`src/rtl/pc_ctrl_pkg.sv`:
```
// Shared types and helpers for the fetch-end program counter controller.
package pc_ctrl_pkg;

  typedef enum logic [1:0] {
    RUN  = 2'd0,
    PEND = 2'd1,
    TRAP = 2'd2
  } fetch_state_t;

  localparam int INSTR_BYTES = 4;

  // A target is illegal when it is not word aligned or lies beyond instruction memory.
  function automatic logic is_bad_target(input logic [31:0] br_pc, input int pc_w);
    logic bad;
    bad = (br_pc[1:0] != 2'b00);
    if ((br_pc >> pc_w) != 32'd0) bad = 1'b1;
    return bad;
  endfunction

endpackage

```
`src/rtl/pc_fetch_ctrl_sat_counter.sv`:
```
// Saturating up-counter with synchronous clear; stops at all-ones.
module sat_counter #(
  parameter int CNT_W = 16
) (
  input  logic             clk,
  input  logic             rst_n,
  input  logic             inc,
  input  logic             clear,
  output logic [CNT_W-1:0] cnt
);

  logic [CNT_W-1:0] cnt_q;
  logic [CNT_W-1:0] cnt_d;

  always_comb begin
    cnt_d = cnt_q;
    if (clear) begin
      cnt_d = '0;
    end else if (inc && (cnt_q != {CNT_W{1'b1}})) begin
      cnt_d = cnt_q + 1'b1;
    end
  end

  always_ff @(posedge clk or negedge rst_n) begin
    if (!rst_n) cnt_q <= '0;
    else        cnt_q <= cnt_d;
  end

  assign cnt = cnt_q;

endmodule

```
`src/rtl/pc_fetch_ctrl.sv`:
```
// Fetch-end PC owner: sequential fetch, EX redirects, one buffered redirect, trap on bad targets.
// Handshake: imem_ready=1 means memory accepts Cur_PC on this rising edge; a redirect
// (PcSel) is consumed on the edge where it is seen, with flushes asserted in the same cycle.
module pc_fetch_ctrl
  import pc_ctrl_pkg::*;
#(
  parameter int                PC_W     = 9,
  parameter logic [PC_W-1:0]   RESET_PC = '0,
  parameter int                CNT_W    = 16
) (
  input  logic             clk,
  input  logic             reset,
  input  logic             stall,
  input  logic             imem_ready,
  input  logic             PcSel,
  input  logic [31:0]      BrPC,
  input  logic             trap_clr,
  output logic [PC_W-1:0]  Cur_PC,
  output logic             flush_if_id,
  output logic             flush_id_ex,
  output logic             trap,
  output logic [31:0]      trap_pc,
  output logic [CNT_W-1:0] redir_cnt,
  output logic [1:0]       dbg_state_o
);

  fetch_state_t    state_q, state_d;
  logic [PC_W-1:0] pc_q, pc_d;
  logic [PC_W-1:0] pend_q, pend_d;
  logic            trap_q, trap_d;
  logic [31:0]     trap_pc_q, trap_pc_d;
  logic            cnt_inc;
  logic            flush;
  logic            bad;
  logic [PC_W-1:0] target;

  assign bad    = is_bad_target(BrPC, PC_W);
  assign target = BrPC[PC_W-1:0];

  always_comb begin
    state_d   = state_q;
    pc_d      = pc_q;
    pend_d    = pend_q;
    trap_d    = trap_q;
    trap_pc_d = trap_pc_q;
    cnt_inc   = 1'b0;
    flush     = 1'b0;
    unique case (state_q)
      RUN: begin
        flush = PcSel;
        if (PcSel && bad) begin
          state_d   = TRAP;
          trap_d    = 1'b1;
          trap_pc_d = BrPC;
        end else if (PcSel && imem_ready) begin
          pc_d    = target;
          cnt_inc = 1'b1;
        end else if (PcSel) begin
          pend_d  = target;
          state_d = PEND;
        end else if (!stall && imem_ready) begin
          pc_d = pc_q + PC_W'(INSTR_BYTES);
        end
      end
      PEND: begin
        flush = PcSel;
        if (PcSel && bad) begin
          state_d   = TRAP;
          trap_d    = 1'b1;
          trap_pc_d = BrPC;
        end else if (PcSel) begin
          // Younger redirect replaces the buffered one; it still counts only once.
          pend_d = target;
        end else if (imem_ready) begin
          pc_d    = pend_q;
          cnt_inc = 1'b1;
          state_d = RUN;
        end
      end
      TRAP: begin
        if (trap_clr) begin
          pc_d    = RESET_PC;
          trap_d  = 1'b0;
          state_d = RUN;
        end
      end
      default: state_d = RUN;
    endcase
  end

  always_ff @(posedge clk or negedge reset) begin
    if (!reset) begin
      state_q   <= RUN;
      pc_q      <= RESET_PC;
      pend_q    <= '0;
      trap_q    <= 1'b0;
      trap_pc_q <= '0;
    end else begin
      state_q   <= state_d;
      pc_q      <= pc_d;
      pend_q    <= pend_d;
      trap_q    <= trap_d;
      trap_pc_q <= trap_pc_d;
    end
  end

  sat_counter #(.CNT_W(CNT_W)) u_redir_cnt (
    .clk   (clk),
    .rst_n (reset),
    .inc   (cnt_inc),
    .clear (1'b0),
    .cnt   (redir_cnt)
  );

  assign Cur_PC      = pc_q;
  assign flush_if_id = flush;
  assign flush_id_ex = flush;
  assign trap        = trap_q;
  assign trap_pc     = trap_pc_q;
  assign dbg_state_o = state_q;

endmodule

```
`config.mk`:
```
export PLATFORM = sky130hd
export DESIGN_NAME = pc_fetch_ctrl
export DESIGN_NICKNAME = d
export VERILOG_FILES = /design/src/rtl/pc_ctrl_pkg.sv /design/src/rtl/pc_fetch_ctrl_sat_counter.sv /design/src/rtl/pc_fetch_ctrl.sv
export SDC_FILE = /design/constraint.sdc
export NUM_CORES = 1
export LEC_CHECK = 0
export ABC_AREA = 1
export BUFFER_PORTS_ARGS = -buffer_cell sky130_fd_sc_hd__buf_2
export CORE_ASPECT_RATIO = 0.8
export CORE_MARGIN = 10
export CORE_UTILIZATION = 25
export CTS_CLUSTER_DIAMETER = 50
export DETAILED_ROUTE_END_ITERATION = 16
export GPL_TIMING_DRIVEN = 0
export PLACE_DENSITY_LB_ADDON = 0.05
export SETUP_SLACK_MARGIN = 0.15
export SYNTH_ARGS = -nofsm -noshare
export SYNTH_HDL_FRONTEND = slang
export SYNTH_SLANG_ARGS = --single-unit
```
`constraint.sdc`:
```
create_clock -name clk -period 4.7 [get_ports clk]
set_input_delay 0.705 -clock clk [delete_from_list [all_inputs] [get_ports clk]]
set_output_delay 0.705 -clock clk [all_outputs]
set_load 0.1 [all_outputs]
```
==> key figures, run 1 <==
Outcome
  • Status: finished, final reports clean

Drt
  • Avg WL per Cell: 14.35 um
  • DRC: 0
  • Routed vias/inst: 4.289
  • Number of DRC markers in iteration 0: 190
  • Drt pass-1 iters: 4
  • WL final: 10820 um
  • Post-DRT Antenna Nets: 0
  • Vias post-DR: 3234

Placement
  • Detailed placement HPWL: 8608 um
  • Placer Congestion: 0.7828
  • Post-DP Area: 0.004309 mm^2
  • Dpl ws: 2.182 ns
  • Port buffer count: 99

Clock tree
  • Clock Latency Late Sink: 0.33 ns
  • Inserted Clock Buffers: 9
  • Longest Clk Path Bufs: 2
  • Post-CTS Resized: 0
  • Clk pin slew, worst setup/hold paths: 0.06 ns
  • CTS Sinks: 69
  • CTS Hold Bufs: 0
  • Setup Buffers After CTS: 0
  • Root buf cell: clkbuf_16
  • Htree depth: 3
  • CTS tree: done

Cells and area
  • Fin nets: 612
  • Cell area after layout: 0.004651 mm^2
  • Total inserted antenna cells: 0
  • Most common cell after layout, fill and taps aside: nand2_1
  • Layout area overhead: 30.42%
  • Core Util, Final: 0.3373
  • Most frequent cells in the layout: 164 x nand2_1, 106 x buf_2, 69 x dfrtp_1, 47 x inv_1, 38 x o21ai_0
  • Share of layout cells above drive strength 1: 0.2456

Setup path
  • Worst setup path start: dbg_state_o[1]$_DFFE_PN0P_
  • Worst path required time: 3.99 ns
  • Worst-path fanout max: 6
  • Crit. End Element: primary output
  • Arrival @ worst endpoint: 2.12 ns
  • Worst R2R Start: dbg_state_o[1]$_DFFE_PN0P_
  • Crit path launch type: flop
  • Critical path class: reg2out

Timing
  • TNS Setup: 0 ns
  • RSZ-0062 raised after global routing: false
  • Final Cycle Share: 0.6013
  • Pins Over Slew Limit: 0
  • FMAX: 0.3538 GHz
  • Setup WS post-layout: 1.874 ns
  • Setup violations, final: 0
  • Final Hold Viols: 0
  • Min Tclk post-route: 2.826 ns
  • Slew @ Worst Pin: 0.5188 ns
  • Max_slew headroom: 0.6565
  • Clock Skews: 0.006610 ns

Global routing
  • Largest net degree at the start of global routing: 39
  • Total global routing track utilization: 0.1151
  • Grt total ovfl: 0
  • Antenna violations before repair: 0
  • First-pass GRT wire length: 18090 um
  • Vias in the first global route: 3396

Synth
  • Synth area leader: dfrtp_1
  • Synth area leaders: dfrtp_1 48%, nand2_1 17%, o21ai_0 5.3%, inv_1 4.9%, nor2_1 3.8%
  • Post-synthesis cell count: 458
  • Syn Area/Cell: 7.786 um^2
  • Syn Nets: 501
  • Yosys warns: 0
  • Count of different cell masters after synthesis: 30
  • Synth top area share: 0.4842
  • Register bit total from synthesis: 69
  • Area of the mapped netlist: 0.003566 mm^2
  • Post-synthesis sequential area ratio: 0.4842

Floorplanning
  • Core area: 0.01379 mm^2
  • Site Rows: 38
  • Die Wd: 153.5 um
  • I/O pin cnt: 100
  • Initial core utilization: 0.2586
  • Die area: 0.01947 mm^2
  • Die Y: 126.8 um

Min path
  • HP Class: in2async

Job
  • Max-cap viol count: 0
==> cells by family after synthesis <==
group                      count (synthesis)  synth area share
and+or+nand+nor                          241            0.2793
DFF                                       69            0.4842
AOI/OAI and AO/OA                         65            0.1049
buffers and inverters                     61           0.07228
xor gates and xnor gates                  17           0.04175
adders and majority gates                  5           0.01754
==> cell type report <==
cell class / count / area [um^2]
Buffer: 13 / 77.57
Inverter: 48 / 180.2
Multi-Input combinational cell: 328 / 1582
Timing Repair Buffer: 100 / 518.0
Fill cell: 1524 / 9138
Tap cell: 180 / 225.2
Clock inverter: 4 / 95.09
Sequential cell: 69 / 1727
Clock buffer: 12 / 246.5
==> per-layer routing <==
| metal | up-vias | track usage | part of all wire |
|---|---|---|---|
| li1 | 1665 | - | - |
| met1 | 1490 | 0.1539 | 0.51 |
| met2 | 70 | 0.1711 | 0.43 |
| met3 | 9 | 0.03951 | 0.055 |
| met4 | 0 | 0.03494 | 0.011 |
| met5 | - | 0 | 0 |
==> worst paths after layout <==
kind / to / slack, ns / cells past startpoint
worst max-delay path: flush_if_id / 1.87 / 6
worst min-delay path: trap_pc[24]$_DFFE_PN0P_ / 0.31 / 1
worst max register to register: trap_pc[18]$_DFFE_PN0P_ / 2.64 / 9
worst min register to register: trap$_DFFE_PN0P_ / 0.47 / 2
max in group asynchronous: u_redir_cnt.cnt[13]$_DFFE_PN0P_ / 3.82 / 2
min in group clk: trap$_DFFE_PN0P_ / 0.47 / 2
==> registers in the layout, indices dropped and copies added (netlist names) <==
register / flops
dbg_state_o: 2
trap_pc: 32
u_redir_cnt.cnt: 16
trap: 1
pend_q: 9
Cur_PC: 9
==> cell usage after synthesis <==
library cell / instances
a211oi_1: 1
a21boi_4: 1
a21oi_1: 11
a22oi_1: 3
a31oi_1: 2
a32oi_1: 2
buf_2: 8
buf_4: 1
buf_6: 2
clkbuf_1: 2
clkinv_1: 1
dfrtp_1: 69
ha_1: 5
inv_1: 47
nand2_1: 164
nand2_2: 5
nand2_4: 1
nand3_1: 20
nand3_2: 1
nand3b_1: 1
nand4_1: 4
nor2_1: 36
nor2_2: 2
nor2_4: 2
nor3_1: 5
o21ai_0: 38
o21ai_1: 3
o21ai_2: 4
xnor2_1: 12
xor2_1: 5
==> per-stage QoR <==
step	std cells	hold WS (ns)
finish	754	0.3103
global route	754	0.3365
CTS	754	0.3185
detailed placement	738	0.4643
global placement	737	0.4559
floorplan	458	0.4094
==> critical path, stage by stage, from the launching register on <==
cell     delay [ns]
dfrtp_1        0.45
inv_1          0.13
ha_1           0.25
nor2_1         0.10
nor2_1         0.29
buf_4          0.17
buf_2          0.41
Power of run 1 is left out: the tool's default activity adds up to more than one toggle a clock period on the data nets, which glitch-free logic cannot reach.
==> inputs of run 2 (changes only) <==
==> constraint.sdc (replaced) <==
create_clock -name clk -period 2.7 [get_ports clk]
set_input_delay 0.405 -clock clk [delete_from_list [all_inputs] [get_ports clk]]
set_output_delay 0.405 -clock clk [all_outputs]
set_load 0.1 [all_outputs]
==> run 2 against run 1 <==
Global-route usage down 0.30 points. Clock skew hardly changed. Critical endpoint unchanged. Highest routed layer unchanged. Worst hold slack got worse by 0.27 ns. Critical path depth did not move. Register-to-register slack worse by 2.0 ns. Final cell count decreased by 0.27%. Clock-buffer cell count unchanged.
==> key figures, run 2 (same netlist as run 1, synthesis figures left out) <==
Setup path
  • Arrival @ worst endpoint: 1.97 ns (-0.15 ns)
  • Worst path required time: 2.30 ns (-1.69 ns)
  • CP max stage cell: dfrtp_2
  • CP cell instances: inv_1 > ha_1 > nor2_1 > nor2_4 > buf_4 > buf_2
  • Max incr delay on CP: 0.45 ns (about the same)
  • Crit. End Element: primary output
  • Worst-path fanout max: 6 (unchanged)
  • Critical path class: reg2out
  • Crit path launch type: flop

Clock tree
  • Root buf cell: clkbuf_16
  • Post-CTS Resized: 0 (unchanged)
  • Clock Latency Late Sink: 0.33 ns (about the same)
  • Setup Buffers After CTS: 0 (unchanged)
  • Htree depth: 3 (unchanged)
  • Clk pin slew, worst setup/hold paths: 0.05 ns (about the same)
  • CTS tree: done
  • Longest Clk Path Bufs: 2 (unchanged)
  • CTS Sinks: 69 (unchanged)
  • CTS Hold Bufs: 0 (unchanged)
  • Inserted Clock Buffers: 9 (unchanged)

Timing
  • Slew @ Worst Pin: 0.5079 ns (-0.01089 ns)
  • Final Cycle Share: 0.8790
  • Final Hold Viols: 0 (unchanged)
  • Min Tclk post-route: 2.373 ns
  • Clock Skews: 0.006502 ns (-0.0001080 ns)
  • RSZ-0062 raised after global routing: false
  • TNS Setup: 0 ns (unchanged)
  • Max_slew headroom: 0.6637 (+0.007210)
  • FMAX: 0.4213 GHz
  • Pins Over Slew Limit: 0 (unchanged)
  • Setup violations, final: 0 (unchanged)

Floorplanning
  • Die Y: 126.8 um (unchanged)
  • Site Rows: 38 (unchanged)
  • I/O pin cnt: 100 (unchanged)
  • Die area: 0.01947 mm^2 (unchanged)
  • Initial core utilization: 0.2586 (unchanged)
  • Die Wd: 153.5 um (unchanged)
  • Core area: 0.01379 mm^2 (unchanged)

Placement
  • Detailed placement HPWL: 8560 um (-0.55%)
  • Port buffer count: 99 (unchanged)
  • Placed cell count: 738 (unchanged)
  • Placer Congestion: 0.7882 (+0.69%)

Cells and area
  • Total inserted antenna cells: 0 (unchanged)
  • Max FFs per register: 32 (unchanged)
  • Most frequent cells in the layout: 164 x nand2_1, 106 x buf_2, 67 x dfrtp_1, 47 x inv_1, 38 x o21ai_0
  • Layout area overhead: 28.60%
  • Fin nets: 612 (unchanged)
  • Most common cell after layout, fill and taps aside: nand2_1
  • Share of layout cells above drive strength 1: 0.2500 (+0.004355)
  • Final non-filler cell total: 752 (-0.27%)

Drt
  • Vias post-DR: 3236 (+0.062%)
  • WL final: 10800 um (-0.16%)
  • DRC: 0 (unchanged)
  • Drt pass-1 iters: 4 (unchanged)
  • Post-DRT Antenna Nets: 0 (unchanged)
  • Number of DRC markers in iteration 0: 135 (-29%)
  • Routed vias/inst: 4.303 (+0.33%)
  • Avg WL per Cell: 14.36 um (+0.11%)

Min path
  • HP Class: in2async

Global routing
  • Total global routing track utilization: 0.1121 (-0.003044)
  • First-pass GRT wire length: 17800 um (-1.6%)
  • Vias in the first global route: 3339 (-1.7%)
  • Grt total ovfl: 0 (unchanged)
  • Antenna violations before repair: 0 (unchanged)
  • Largest net degree at the start of global routing: 37 (-5.1%)

Job
  • Max-cap viol count: 0 (unchanged)

Outcome
  • Status: finished, final reports clean
## run 2: cell count changes in the layout (fill, tap and decap cells not counted), sizes merged
| cell | delta |
|---|---|
| bufinv | -3 |
| clkinv | +1 |
## run 2: worst paths after layout
check,from,to,slack [ns],cells past startpoint
max in group asynchronous,reset,u_redir_cnt.cnt[12]$_DFFE_PN0P_,2.10,2
max reg2reg,dbg_state_o[1]$_DFFE_PN0P_,Cur_PC[5]$_DFFE_PN0P_,0.68,9
max,dbg_state_o[1]$_DFFE_PN0P_,flush_if_id,0.33,6
min in group clk,BrPC[9],trap_pc[9]$_DFFE_PN0P_,0.29,3
min reg2reg,trap_pc[13]$_DFFE_PN0P_,trap_pc[13]$_DFFE_PN0P_,0.47,2
min,reset,trap_pc[31]$_DFFE_PN0P_,0.04,1
## run 2: cell type report
type                       count  area [um^2]
fill                        1487         9203
sequential                    69         1729
multi-input combinational    328         1589
timing repair buffer         100        518.0
clock buffer                  12        256.5
tap                          180        225.2
inverter                      48        180.2
buffer                        13        77.57
clock inverter                 2        10.01
## run 2: critical path: cells and delay by family (launching register included)
kind	cells	cell delay, ns
buffers and inverters	3	0.64
flip-flops	1	0.45
AND/OR/NAND/NOR	2	0.30
adder cells (fa/ha/maj)	1	0.25
## run 2: metrics by stage
| stage | hold slack, ns | instance area, um^2 | worst slack (ns) | util |
|---|---|---|---|---|
| finish | 0.03705 | 4586 | 0.3266 | 0.3326 |
| global placement | 0.4575 | 4297 | 0.5552 | 0.3116 |
| CTS | 0.04834 | 4586 | 0.2927 | 0.3326 |
| detailed placement | 0.4037 | 4319 | 0.6510 | 0.3132 |
| floorplan | 0.1094 | 3576 | 0.2438 | - |
| global route | 0.06327 | 4586 | 0.1884 | 0.3326 |
## run 2: routing by layer
metal | GRT usage | part of all wire
met2 | 0.1734 | 0.44
met5 | 0 | 0
met3 | 0.03580 | 0.056
met1 | 0.1474 | 0.50
met4 | 0.02995 | 0.011
Power of run 2 is left out for the same reason.
